<file path="config.mk">
export PLATFORM = sky130hd
export DESIGN_NAME = dmem_stage
export DESIGN_NICKNAME = d
export VERILOG_FILES = /design/src/rtl/dmem_pkg.sv /design/src/rtl/dmem_lane_align.sv /design/src/rtl/dmem_stage.sv
export SDC_FILE = /design/constraint.sdc
export NUM_CORES = 1
export LEC_CHECK = 0
export BUFFER_PORTS_ARGS = -buffer_cell sky130_fd_sc_hd__buf_2
export CAP_MARGIN = 20
export CORE_ASPECT_RATIO = 0.6
export CORE_MARGIN = 2
export CORE_UTILIZATION = 40
export DETAILED_ROUTE_END_ITERATION = 10
export GPL_TIMING_DRIVEN = 0
export HOLD_SLACK_MARGIN = 0.12
export PLACE_DENSITY = 0.7
export REMOVE_ABC_BUFFERS = 1
export SYNTH_ARGS = -nofsm -noshare
export SYNTH_HDL_FRONTEND = slang
export SYNTH_SLANG_ARGS = --single-unit
</file>
<file path="constraint.sdc">
create_clock -name clk -period 3.5 [get_ports clk]
set_input_delay 0.35 -clock clk [delete_from_list [all_inputs] [get_ports clk]]
set_output_delay 0.35 -clock clk [all_outputs]
set_load 0.01 [all_outputs]
</file>
<file path="src/rtl/dmem_pkg.sv">
// dmem_pkg: opcode/funct3 constants and FSM state type for the data-memory stage.
`default_nettype none

package dmem_pkg;

    localparam logic [6:0] OPC_LOAD  = 7'b0000011;
    localparam logic [6:0] OPC_STORE = 7'b0100011;

    localparam logic [2:0] LB  = 3'd0;
    localparam logic [2:0] LH  = 3'd1;
    localparam logic [2:0] LW  = 3'd2;
    localparam logic [2:0] LBU = 3'd4;
    localparam logic [2:0] LHU = 3'd5;
    localparam logic [2:0] SB  = 3'd0;
    localparam logic [2:0] SH  = 3'd1;
    localparam logic [2:0] SW  = 3'd2;

    typedef enum logic [1:0] {
        IDLE   = 2'd0,
        REQ    = 2'd1,
        WAIT_R = 2'd2,
        RESP   = 2'd3
    } dmem_state_t;

endpackage

`default_nettype wire

</file>
<file path="src/rtl/dmem_lane_align.sv">
// dmem_lane_align: byte-lane steering for stores, load extraction/extension,
// and misalignment / illegal-funct3 detection.
`default_nettype none

module dmem_lane_align
    import dmem_pkg::*;
#(
    parameter int XLEN = 32
) (
    input  logic            i_is_store,
    input  logic [2:0]      i_funct3,
    input  logic [1:0]      i_addr_lo,
    input  logic [XLEN-1:0] i_rs2,
    input  logic [XLEN-1:0] i_rdata,
    output logic [3:0]      o_be,
    output logic [XLEN-1:0] o_wdata,
    output logic [XLEN-1:0] o_load_value,
    output logic            o_misaligned,
    output logic            o_illegal
);

    logic [7:0]  w_byte;
    logic [15:0] w_half;

    assign w_byte = i_rdata[{i_addr_lo, 3'b000} +: 8];
    assign w_half = i_rdata[{i_addr_lo[1], 4'b0000} +: 16];

    always_comb begin
        o_be         = 4'hF;
        o_wdata      = i_rs2;
        o_misaligned = 1'b0;
        case (i_funct3[1:0])
            2'b00: begin
                o_be    = 4'b0001 << i_addr_lo;
                o_wdata = {4{i_rs2[7:0]}};
            end
            2'b01: begin
                o_be         = 4'b0011 << i_addr_lo;
                o_wdata      = {2{i_rs2[15:0]}};
                o_misaligned = i_addr_lo[0];
            end
            default: begin
                o_be         = 4'hF;
                o_wdata      = i_rs2;
                o_misaligned = |i_addr_lo;
            end
        endcase
    end

    always_comb begin
        if (i_is_store) begin
            o_illegal = (i_funct3 >= 3'd3);
        end else begin
            o_illegal = (i_funct3 == 3'd3) || (i_funct3 == 3'd6) || (i_funct3 == 3'd7);
        end
    end

    always_comb begin
        o_load_value = '0;
        case (i_funct3)
            LB:      o_load_value = {{(XLEN-8){w_byte[7]}}, w_byte};
            LH:      o_load_value = {{(XLEN-16){w_half[15]}}, w_half};
            LW:      o_load_value = i_rdata;
            LBU:     o_load_value = {{(XLEN-8){1'b0}}, w_byte};
            LHU:     o_load_value = {{(XLEN-16){1'b0}}, w_half};
            default: o_load_value = '0;
        endcase
    end

endmodule

`default_nettype wire

</file>
<file path="src/rtl/dmem_stage.sv">
// dmem_stage: RV32I data-memory stage; one load/store in flight, bus
// request/grant/response, load alignment and a single writeback beat.
`default_nettype none

module dmem_stage
    import dmem_pkg::*;
#(
    parameter int XLEN = 32
) (
    input  logic            clk,
    input  logic            rst,
    input  logic            in_valid,
    output logic            in_ready,
    input  logic [6:0]      in_opcode,
    input  logic [2:0]      in_funct3,
    input  logic [XLEN-1:0] in_rs1_value,
    input  logic [XLEN-1:0] in_rs2_value,
    input  logic [11:0]     in_imm,
    input  logic [4:0]      in_rd,
    input  logic [XLEN-1:0] in_pc,
    output logic            mem_req,
    output logic            mem_we,
    output logic [XLEN-1:0] mem_addr,
    output logic [XLEN-1:0] mem_wdata,
    output logic [3:0]      mem_be,
    input  logic            mem_gnt,
    input  logic            mem_rvalid,
    input  logic [XLEN-1:0] mem_rdata,
    output logic            wb_valid,
    input  logic            wb_ready,
    output logic            wb_we,
    output logic [4:0]      wb_rd,
    output logic [XLEN-1:0] wb_rd_value,
    output logic [XLEN-1:0] wb_next_pc,
    output logic            wb_fault
);

    dmem_state_t     r_state;
    dmem_state_t     w_state_nxt;

    logic            r_is_store;
    logic            r_fault;
    logic [2:0]      r_funct3;
    logic [4:0]      r_rd;
    logic [XLEN-1:0] r_addr;
    logic [XLEN-1:0] r_rs2;
    logic [XLEN-1:0] r_next_pc;
    logic [XLEN-1:0] r_rd_value;

    logic            w_idle;
    logic            w_accept;
    logic [XLEN-1:0] w_ea;
    logic            w_al_store;
    logic [2:0]      w_al_funct3;
    logic [1:0]      w_al_addr_lo;
    logic [XLEN-1:0] w_al_rs2;
    logic [3:0]      w_be;
    logic [XLEN-1:0] w_wdata;
    logic [XLEN-1:0] w_load_value;
    logic            w_misaligned;
    logic            w_illegal;
    logic            w_fault;

    assign w_idle   = (r_state == IDLE);
    assign w_accept = w_idle && in_valid;
    assign w_ea     = in_rs1_value + {{(XLEN-12){in_imm[11]}}, in_imm};

    // One aligner serves both the accept-time fault check (live inputs) and
    // the later bus/load phases (latched operands).
    assign w_al_store   = w_idle ? (in_opcode == OPC_STORE) : r_is_store;
    assign w_al_funct3  = w_idle ? in_funct3    : r_funct3;
    assign w_al_addr_lo = w_idle ? w_ea[1:0]    : r_addr[1:0];
    assign w_al_rs2     = w_idle ? in_rs2_value : r_rs2;
    assign w_fault      = w_misaligned | w_illegal;

    dmem_lane_align #(
        .XLEN (XLEN)
    ) u_align (
        .i_is_store   (w_al_store),
        .i_funct3     (w_al_funct3),
        .i_addr_lo    (w_al_addr_lo),
        .i_rs2        (w_al_rs2),
        .i_rdata      (mem_rdata),
        .o_be         (w_be),
        .o_wdata      (w_wdata),
        .o_load_value (w_load_value),
        .o_misaligned (w_misaligned),
        .o_illegal    (w_illegal)
    );

    always_ff @(posedge clk) begin
        if (rst) begin
            r_state <= IDLE;
        end else begin
            r_state <= w_state_nxt;
        end
    end

    always_comb begin
        w_state_nxt = r_state;
        case (r_state)
            IDLE:    if (in_valid)   w_state_nxt = w_fault ? RESP : REQ;
            REQ:     if (mem_gnt)    w_state_nxt = r_is_store ? RESP : WAIT_R;
            WAIT_R:  if (mem_rvalid) w_state_nxt = RESP;
            RESP:    if (wb_ready)   w_state_nxt = IDLE;
            default: w_state_nxt = IDLE;
        endcase
    end

    always_ff @(posedge clk) begin
        if (rst) begin
            r_is_store <= 1'b0;
            r_fault    <= 1'b0;
            r_funct3   <= '0;
            r_rd       <= '0;
            r_addr     <= '0;
            r_rs2      <= '0;
            r_next_pc  <= '0;
            r_rd_value <= '0;
        end else begin
            if (w_accept) begin
                r_is_store <= (in_opcode == OPC_STORE);
                r_fault    <= w_fault;
                r_funct3   <= in_funct3;
                r_rd       <= in_rd;
                r_addr     <= w_ea;
                r_rs2      <= in_rs2_value;
                r_next_pc  <= in_pc + 32'd4;
                r_rd_value <= '0;
            end
            if (r_state == WAIT_R && mem_rvalid) begin
                r_rd_value <= w_load_value;
            end
        end
    end

    assign in_ready    = w_idle && !rst;

    assign mem_req     = (r_state == REQ);
    assign mem_we      = mem_req && r_is_store;
    assign mem_addr    = {r_addr[XLEN-1:2], 2'b00};
    assign mem_be      = mem_req ? w_be : 4'h0;
    assign mem_wdata   = mem_we ? w_wdata : '0;

    assign wb_valid    = (r_state == RESP);
    assign wb_we       = wb_valid && !r_fault && !r_is_store && (r_rd != 5'd0);
    assign wb_fault    = wb_valid && r_fault;
    assign wb_rd       = r_rd;
    assign wb_rd_value = r_rd_value;
    assign wb_next_pc  = r_next_pc;

endmodule

`default_nettype wire

</file>
* Word level (Yosys, flattened, before mapping)
Index checks and enable logic that the tools add are counted.
Word-level totals: flip-flop bits (word level) 140, input port bits 161, output and inout bits 143, word-level logic and storage cells 73
Operators by class: add/subtract/negate cells 2, $lt $le $gt $ge 1, equal/unequal tests 16, shifts and indexed selects 4, muxes and demuxes 20, bitwise gates (word level) 1, reductions and logical operators 20
Operators with widths (number):
- $pmux 32 s5 | 1
- $mux 32 | 4
- $pmux 32 s2 | 1
- $add 32x3->32 const B | 1
- $add 32x32->32 | 1
- $shiftx 32x6->16 | 1
- $shiftx 32x6->8 | 1
- $eq 3x3->1 const B | 4
- $mux 2 | 6
- $logic_and 1x1->1 | 8
- $pmux 2 s4 | 1
- $pmux 4 s2 | 1
- $eq 7x6->1 const B | 1
- $eq 3x2->1 const B | 2
- $reduce_bool 5->1 | 1
- $eq 2x1->1 const B | 2
- $eq 2x2->1 const B | 2
- $logic_not 2->1 | 2
- $mux 4 | 1
- $ne 2x1->1 const B | 2
- $ne 2x2->1 const B | 2
- $reduce_and 4->1 | 1
- $shl 1x2->4 const A | 1
- $shl 2x2->4 const A | 1
- other kinds (11) | 16

* Longest topological paths before layout
Gate-level depths: netlist (run 1).
depth after elaboration 10, gate-level depth with buffers 11, depth with buffers taken out 9

* By module
Synthesis (run 1) repeated with hierarchy kept, for this count alone.
Second synthesis, totals: cells, all modules 1213, area, all modules 9654.3 µm²
Modules (own cells, without submodules):
- dmem_stage | instances 1, cells each 1032, area each 8206.6 µm², sequential area each 2802.7 µm²
- dmem_lane_align | instances 1, cells each 181, area each 1447.6 µm², sequential area each 0.0 µm²

* Least setup slack after synthesis (run 1)
OpenSTA, ideal clock, no wires.
path type input to register, from input in_rs1_value[0], to register r_addr[26], setup time 0.124 ns, arrival time 2.348 ns, data required time 3.376 ns, slack 1.027 ns, stages 9, path buffers 0, cell sequence ha_1 -> fa_1 -> a21o_1 -> a221oi_2 -> o21ai_2 -> a221oi_1 -> o211ai_1 -> xnor2_1 -> o21ai_1
On the way: longest elaborated chain between the ends 1
Ends and longest elaborated chain:
- from (decl) | line dmem_stage.sv:16 | input logic [XLEN-1:0] in_rs1_value,
- $add 32x32->32 | line dmem_stage.sv:66 | assign w_ea = in_rs1_value + {{(XLEN-12){in_imm[11]}}, in_imm};
- to (signal assigned) | line dmem_stage.sv:126 | r_addr <= w_ea;
- to (decl) | line dmem_stage.sv:45 | logic [XLEN-1:0] r_addr;
Every way passes these cells. A chain may end at the register's enable or synchronous reset.

* Worst setup path in the final report (run 1)
from register r_state[0], to output mem_wdata[27]
On the way: longest elaborated chain between the ends 5
Ends and longest elaborated chain:
- from (decl) | line dmem_stage.sv:38 | dmem_state_t r_state;
- from (signal assigned) | line dmem_stage.sv:95 | r_state <= w_state_nxt;
- $logic_not 2->1 | line dmem_stage.sv:64 | assign w_idle = (r_state == IDLE);
- $mux 3 | line dmem_stage.sv:71 | assign w_al_funct3 = w_idle ? in_funct3 : r_funct3;
- $eq 2x1->1 / $logic_not 2->1 (equally long branches) | line dmem_lane_align.sv:32 | case (i_funct3[1:0])
- $pmux 32 s2 | line dmem_lane_align.sv:32
- $mux 32 * | line dmem_stage.sv:143 | assign mem_wdata = mem_we ? w_wdata : '0;
- to (decl) | line dmem_stage.sv:24 | output logic [XLEN-1:0] mem_wdata,
Mark *: on every way between the ends. The rest lies on a longest branch, timed or not.

==> results_dict.tcl, run 1 <==
set metrics [dict create \
    die_area_um2 24020 \
    ys_ff_latch 140 \
    ir_drop_mv 0.3509 \
    ff2ff_setup_slack_ns 0.29 \
    synthTopCellsByArea "dfxtp_1 (31%), nand2_1 (7.6%), a21oi_1 (6.4%)" \
    seqCellArea_um2 2803 \
    grt_pass1_vias 8587 \
    slew_headroom_pct 35.91 \
    outcome "completed" \
    core-area_um2 22180 \
    startpoint "r_state[0]$_SDFFE_PP0P_" \
    start_util_pct 41.04 \
    hold_viol 0 \
    skew_ns 0.004564 \
    drive_gt1_share_pct 26.99 \
    cp-start-kind "flop" \
    drt_iter0_drc 557 \
    synth.cell_area_um2 9101 \
    synthArstFlopShare_pct 0 \
    synth_top_area_share_pct 30.79 \
    antenna_left 0 \
    first_pass_iters 6 \
    overflow 0 \
    p_leak_nw 5.049 \
    synth_flop_cell "dfxtp_1" \
    num-fill-cells 2203 \
    critPathCapture "mem_wdata[27]" \
    drc 0 \
    rsz0062_at_grt "no" \
    r2r_end "r_addr[31]$_SDFFE_PP0P_" \
    placed_cells 1679 \
    htree_levels 4 \
    num_io_pins 304 \
    port_buffers 301 \
    die_w_um 198.7 \
    gp_congestion 0.9225 \
    clock-sinks 140 \
    setup_tns_ns 0 \
    grt_max_degree 88 \
    required_ns 3.15 \
    vias_per_cell 5.402 \
    critPathMaxFanout 31 \
    nets 1591 \
    slew_viol_final 0 \
    layout_common_cells "buf_2 (300), nand2_1 (183), dfxtp_1 (140)" \
    rr_startpoint "r_state[0]$_SDFFE_PP0P_" \
    clkTransAtPathRegs_ns 0.06 \
    hpwlAfterDp_mm 21.50 \
    yosys.area.top_type "dfxtp_1" \
    multi_input_area_um2 5736 \
    antenna_found_initial 2 \
    cts_setup_buffers 0 \
    rr_worst_depth 8 \
    hold_start "in_rd[2]" \
    track_usage_pct 23.88 \
    cp.arrival_ns 2.96 \
    setup_viol 0 \
    area_growth_pct 24.18 \
    wl_mm 28.99 \
    powerDensity_nw_per_um2 612.0 \
    crit_type "flop to primary output" \
    synthCells 1171 \
    cts_tree "yes" \
    cts_root_buffer "clkbuf_16" \
    synth_cell_types 80 \
    grt_pass1_wl_mm 45.43 \
    final_common_cell "buf_2" \
    cp-end-kind "primary output" \
    synth_edf_count 0 \
    cts_made_buffers 17 \
    synth_area_per_cell_um2 7.772 \
    cts_buffer_depth 2 \
    whs_ns 0.1585 \
    fmax_mhz 302.3 \
    fin_cells 1713 \
    die_h_um 120.8 \
    yosysSeqAreaShare_pct 30.79 \
    yosysWarnings 0 \
    fin_crit_ns 3.308 \
    via_count 9254 \
    hold_class "primary input to flop" \
    period_share_pct 94.52 \
    clock_latency_ns 0.43 \
    max_cap_violations 0 \
    wl_per_cell_um 16.92 \
    floorplan.rows 42 \
    tightest_slew_ns 0.9613 \
]
==> how the worst min path moves through the flow <==
stage                                  end  slack [ns]  cells past startpoint
2_1_floorplan       r_addr[0]$_SDFFE_PP0P_        0.42                      1
3_3_place_gp   wb_next_pc[31]$_SDFFE_PP0P_        0.43                      2
3_5_place_dp       r_addr[26]$_SDFFE_PP0P_        0.44                      2
4_1_cts         wb_next_pc[1]$_SDFFE_PP0P_        0.14                      3
5_1_grt              wb_rd[3]$_SDFFE_PP0P_        0.16                      3
6_report             wb_rd[2]$_SDFFE_PP0P_        0.16                      3
==> where the power goes <==
part / switching (mW) / internal, mW / total, mW / leakage, nW
registers: 0.160 / 1.89 / 2.05 / 1.15
clock network: 0.734 / 1.21 / 1.94 / 0.296
logic: 1.77 / 1.16 / 2.93 / 3.61
==> kinds of logic after synthesis <==
kind of cell               count (synthesis)  share of synthesized area, %
buffers and inverters                    127                         6.929
AOI/OAI and AO/OA                        353                         25.25
other                                      1                       0.04120
muxes                                     53                         6.324
DFF                                      140                         30.79
and+or+nand+nor                          411                         20.73
xor gates and xnor gates                  48                         4.619
adders and majority gates                 38                         5.307
==> metal layers <==
metal  GRT usage [%]  up-vias  routed length (µm)
li1                -     4590                   -
met1           33.08     4280               13690
met2           36.71      357               12450
met3           6.695       25                2587
met4           5.504        2                 248
met5               0        -                  13
==> cells in the mapped netlist (7+ instances only) <==
cell      number
nor3_1         9
o21a_1         8
dfxtp_1      140
xnor2_1       26
mux2_2        10
a31oi_1        7
nand3_1       25
a21o_1        13
or3_1          8
mux2i_1       39
and3_1        13
ha_1          37
a21oi_1      117
nand2_1      184
nand4_1        9
nor2_1        93
nor2b_1       17
inv_1         17
buf_2         15
clkbuf_1      55
xor2_1        22
buf_4         34
o21ai_0       65
and2_1        21
a211oi_1      67
a22o_1        10
==> flip-flops by register name, summed over array words and instances, names as in the netlist <==
register,count
r_fault,1
r_funct3,3
r_rs2,32
r_addr,32
wb_rd_value,32
wb_next_pc,32
r_state,2
r_is_store,1
wb_rd,5
==> timing repair <==
| item | 4_1_cts | 5_1_grt |
|---|---|---|
| hold buffers | 1 | 0 |
| endpoints found under the setup margin | 32 | 0 |
| hold endpoints to repair | 1 | 0 |
| gates resized for setup | 5 | 0 |
==> critical path: stages (launching register included) <==
cell and delay (ns):
dfxtp_1 0.33, inv_1 0.19, ha_4 0.40, buf_12 0.28
mux2i_4 0.48, buf_6 0.21, a211oi_1 0.09, a211oi_1 0.33
buf_2 0.20
==> final cells by class <==
cell class	instances	area share [%]
Tap cell	308	3.410
Timing Repair Buffer	311	15.02
Clock inverter	11	1.483
Multi-Input combinational cell	905	50.75
Antenna cell	1	0.02214
Inverter	17	0.5646
Sequential cell	140	24.80
Clock buffer	20	3.952
==> through the flow <==
stage / power [mW] / instance area (µm²) / setup WS, ns / util (%)
detailed placement: 4.972 / 10620 / -0.4633 / 47.88
global route: 7.374 / 11300 / 0.01902 / 50.96
finish: 6.917 / 11300 / 0.1918 / 50.96
global placement: 4.878 / 10430 / -3.466 / 47.03
CTS: 6.966 / 11270 / 0.1484 / 50.83
floorplan: 3.948 / 8538 / -1.076 / -
(Power assumes the default switching activity.)
==> inputs of run 2 (changes only) <==
- CORE_UTILIZATION: 40 -> 55
- PLACE_DENSITY: 0.7 -> 0.9
- REMOVE_ABC_BUFFERS: 1 -> unset
==> run 2 against run 1 <==
  * Combinational power rose by 8.2%
  * Global-route usage rose by 11 points
  * Register-to-register slack improved by 0.31 ns
  * Wire length rose by 10%
  * Non-clock buffer count rose by 100
  * Sequential power barely moved
  * Clock skew rose by 0.0052 ns
  * Count of clock-buffer cells in the layout did not move
  * Sequential cell count did not move
  * Clock power fell by 9.8%
  * Critical endpoint is now mem_wdata[14]
  * Largest power group unchanged
==> results_dict.tcl, run 2 (synthesis gave the netlist of run 1 again) <==
set metrics [dict create \
    hpwlAfterDp_mm 25.11 \
    tightest_slew_ns 0.7189 \
    cts_buffer_depth 2 \
    ir_drop_mv 0.3361 \
    fin_util_pct 70.63 \
    cp-end-kind "primary output" \
    critPathMaxFanout 10 \
    p_total_mw 6.981 \
    gp_congestion 1.007 \
    fin_area_um2 11450 \
    overflow 0 \
    antenna_left 0 \
    hold_depth 2 \
    setup_viol 0 \
    grt_pass1_vias 9118 \
    slew_headroom_pct 51.85 \
    grt_pass1_wl_mm 48.51 \
    hold_viol 0 \
    start_util_pct 56.13 \
    fin_crit_ns 3.444 \
    period_share_pct 98.39 \
    area_growth_pct 25.85 \
    p_sw_share_pct 41.02 \
    p_leak_nw 5.243 \
    nets 1691 \
    num_io_pins 304 \
    multi_input_area_um2 5677 \
    track_usage_pct 35.00 \
    vias_per_cell 5.964 \
    fmax_mhz 290.4 \
    internal-power_mw 4.118 \
    wl_mm 32.01 \
    seqCellArea_um2 2803 \
    rr_worst_depth 10 \
    die_w_um 170.1 \
    core-area_um2 16220 \
    antenna_found_initial 1 \
    drive_gt1_share_pct 27.57 \
    max_cap_violations 0 \
    cp-start-kind "flop" \
    skew_ns 0.009801 \
    grt_max_degree 22 \
    cts_tree "yes" \
    die_h_um 103.6 \
    clock_latency_ns 0.41 \
    slew_viol_final 0 \
    placed_area_um2 10870 \
    crit_type "flop to primary output" \
    drc 0 \
    num-fill-cells 1375 \
    placed_cells 1682 \
    pwr-share-seq_pct 29.5 \
    first_pass_iters 5 \
    rsz0062_at_grt "no" \
    drt_iter0_drc 1181 \
    wl_per_cell_um 18.67 \
    p_clk_share_pct 25.0 \
    required_ns 3.15 \
    layout_common_cells "buf_2 (315), nand2_1 (184), dfxtp_1 (140)" \
    fin_cells 1715 \
    htree_levels 4 \
    cts_made_buffers 17 \
    clkTransAtPathRegs_ns 0.06 \
    whs_ns 0.1661 \
    setup_tns_ns 0 \
    cts_root_buffer "clkbuf_16" \
    p_comb_share_pct 45.5 \
    p_switching_mw 2.863 \
    outcome "completed" \
    clock-sinks 140 \
    hold_class "primary input to flop" \
    powerDensity_nw_per_um2 609.5 \
    cp.arrival_ns 3.09 \
    final_common_cell "buf_2" \
    floorplan.rows 36 \
    via_count 10230 \
    preCtsSetupSlack_ns 0.3431 \
    port_buffers 301 \
    die_area_um2 17630 \
    fin_ws_ns 0.05647 \
]
-- run 2: critical path, stage by stage (launching register included) --
cell	delay [ns]
dfxtp_1	0.40
inv_1	0.12
ha_1	0.19
buf_2	0.18
buf_2	0.22
a31oi_1	0.36
clkbuf_4	0.32
buf_2	0.24
nor2_1	0.06
a211oi_1	0.37
buf_2	0.21
-- run 2: routing by layer --
metal | global-route usage (%) | part of all wire [%]
met3 | 8.024 | 11
met1 | 50.78 | 44
met2 | 52.56 | 43
met5 | 0 | 0
met4 | 8.303 | 2.1
-- run 2: final timing paths --
path	startpoint	to	slack, ns
hold / removal	in_pc[2]	wb_next_pc[2]$_SDFFE_PP0P_	0.17
hold reg to reg	wb_next_pc[29]$_SDFFE_PP0P_	wb_next_pc[29]$_SDFFE_PP0P_	0.45
setup reg to reg	r_state[0]$_SDFFE_PP0P_	wb_rd_value[30]$_SDFFE_PP0P_	0.60
setup / recovery	r_state[1]$_SDFFE_PP0P_	mem_wdata[14]	0.06
-- run 2: repair_timing --
item                       in CTS  in global routing
resized for setup               1                  7
setup endpoints to repair       1                 11
buffers inserted                0                  0
hold buffers                    0                  0
-- run 2: cell type report --
type | count | area share, %
antenna | 1 | 0.02185
buffer | 110 | 5.025
clock buffer | 20 | 3.900
clock inverter | 12 | 1.027
inverter | 17 | 0.5571
multi-input combinational | 905 | 49.56
sequential | 140 | 24.47
tap | 209 | 2.283
timing repair buffer | 301 | 13.15
-- run 2: power by group through the flow --
stage | logic [mW] | clock network, mW | registers (mW)
after floorplan | 2.02 | 0 | 2.11
after global placement | 2.99 | 0 | 2.07
after detailed placement | 3.06 | 0 | 2.09
after CTS | 3.09 | 1.75 | 2.05
after global routing | 3.41 | 1.83 | 2.09
final | 3.17 | 1.75 | 2.06
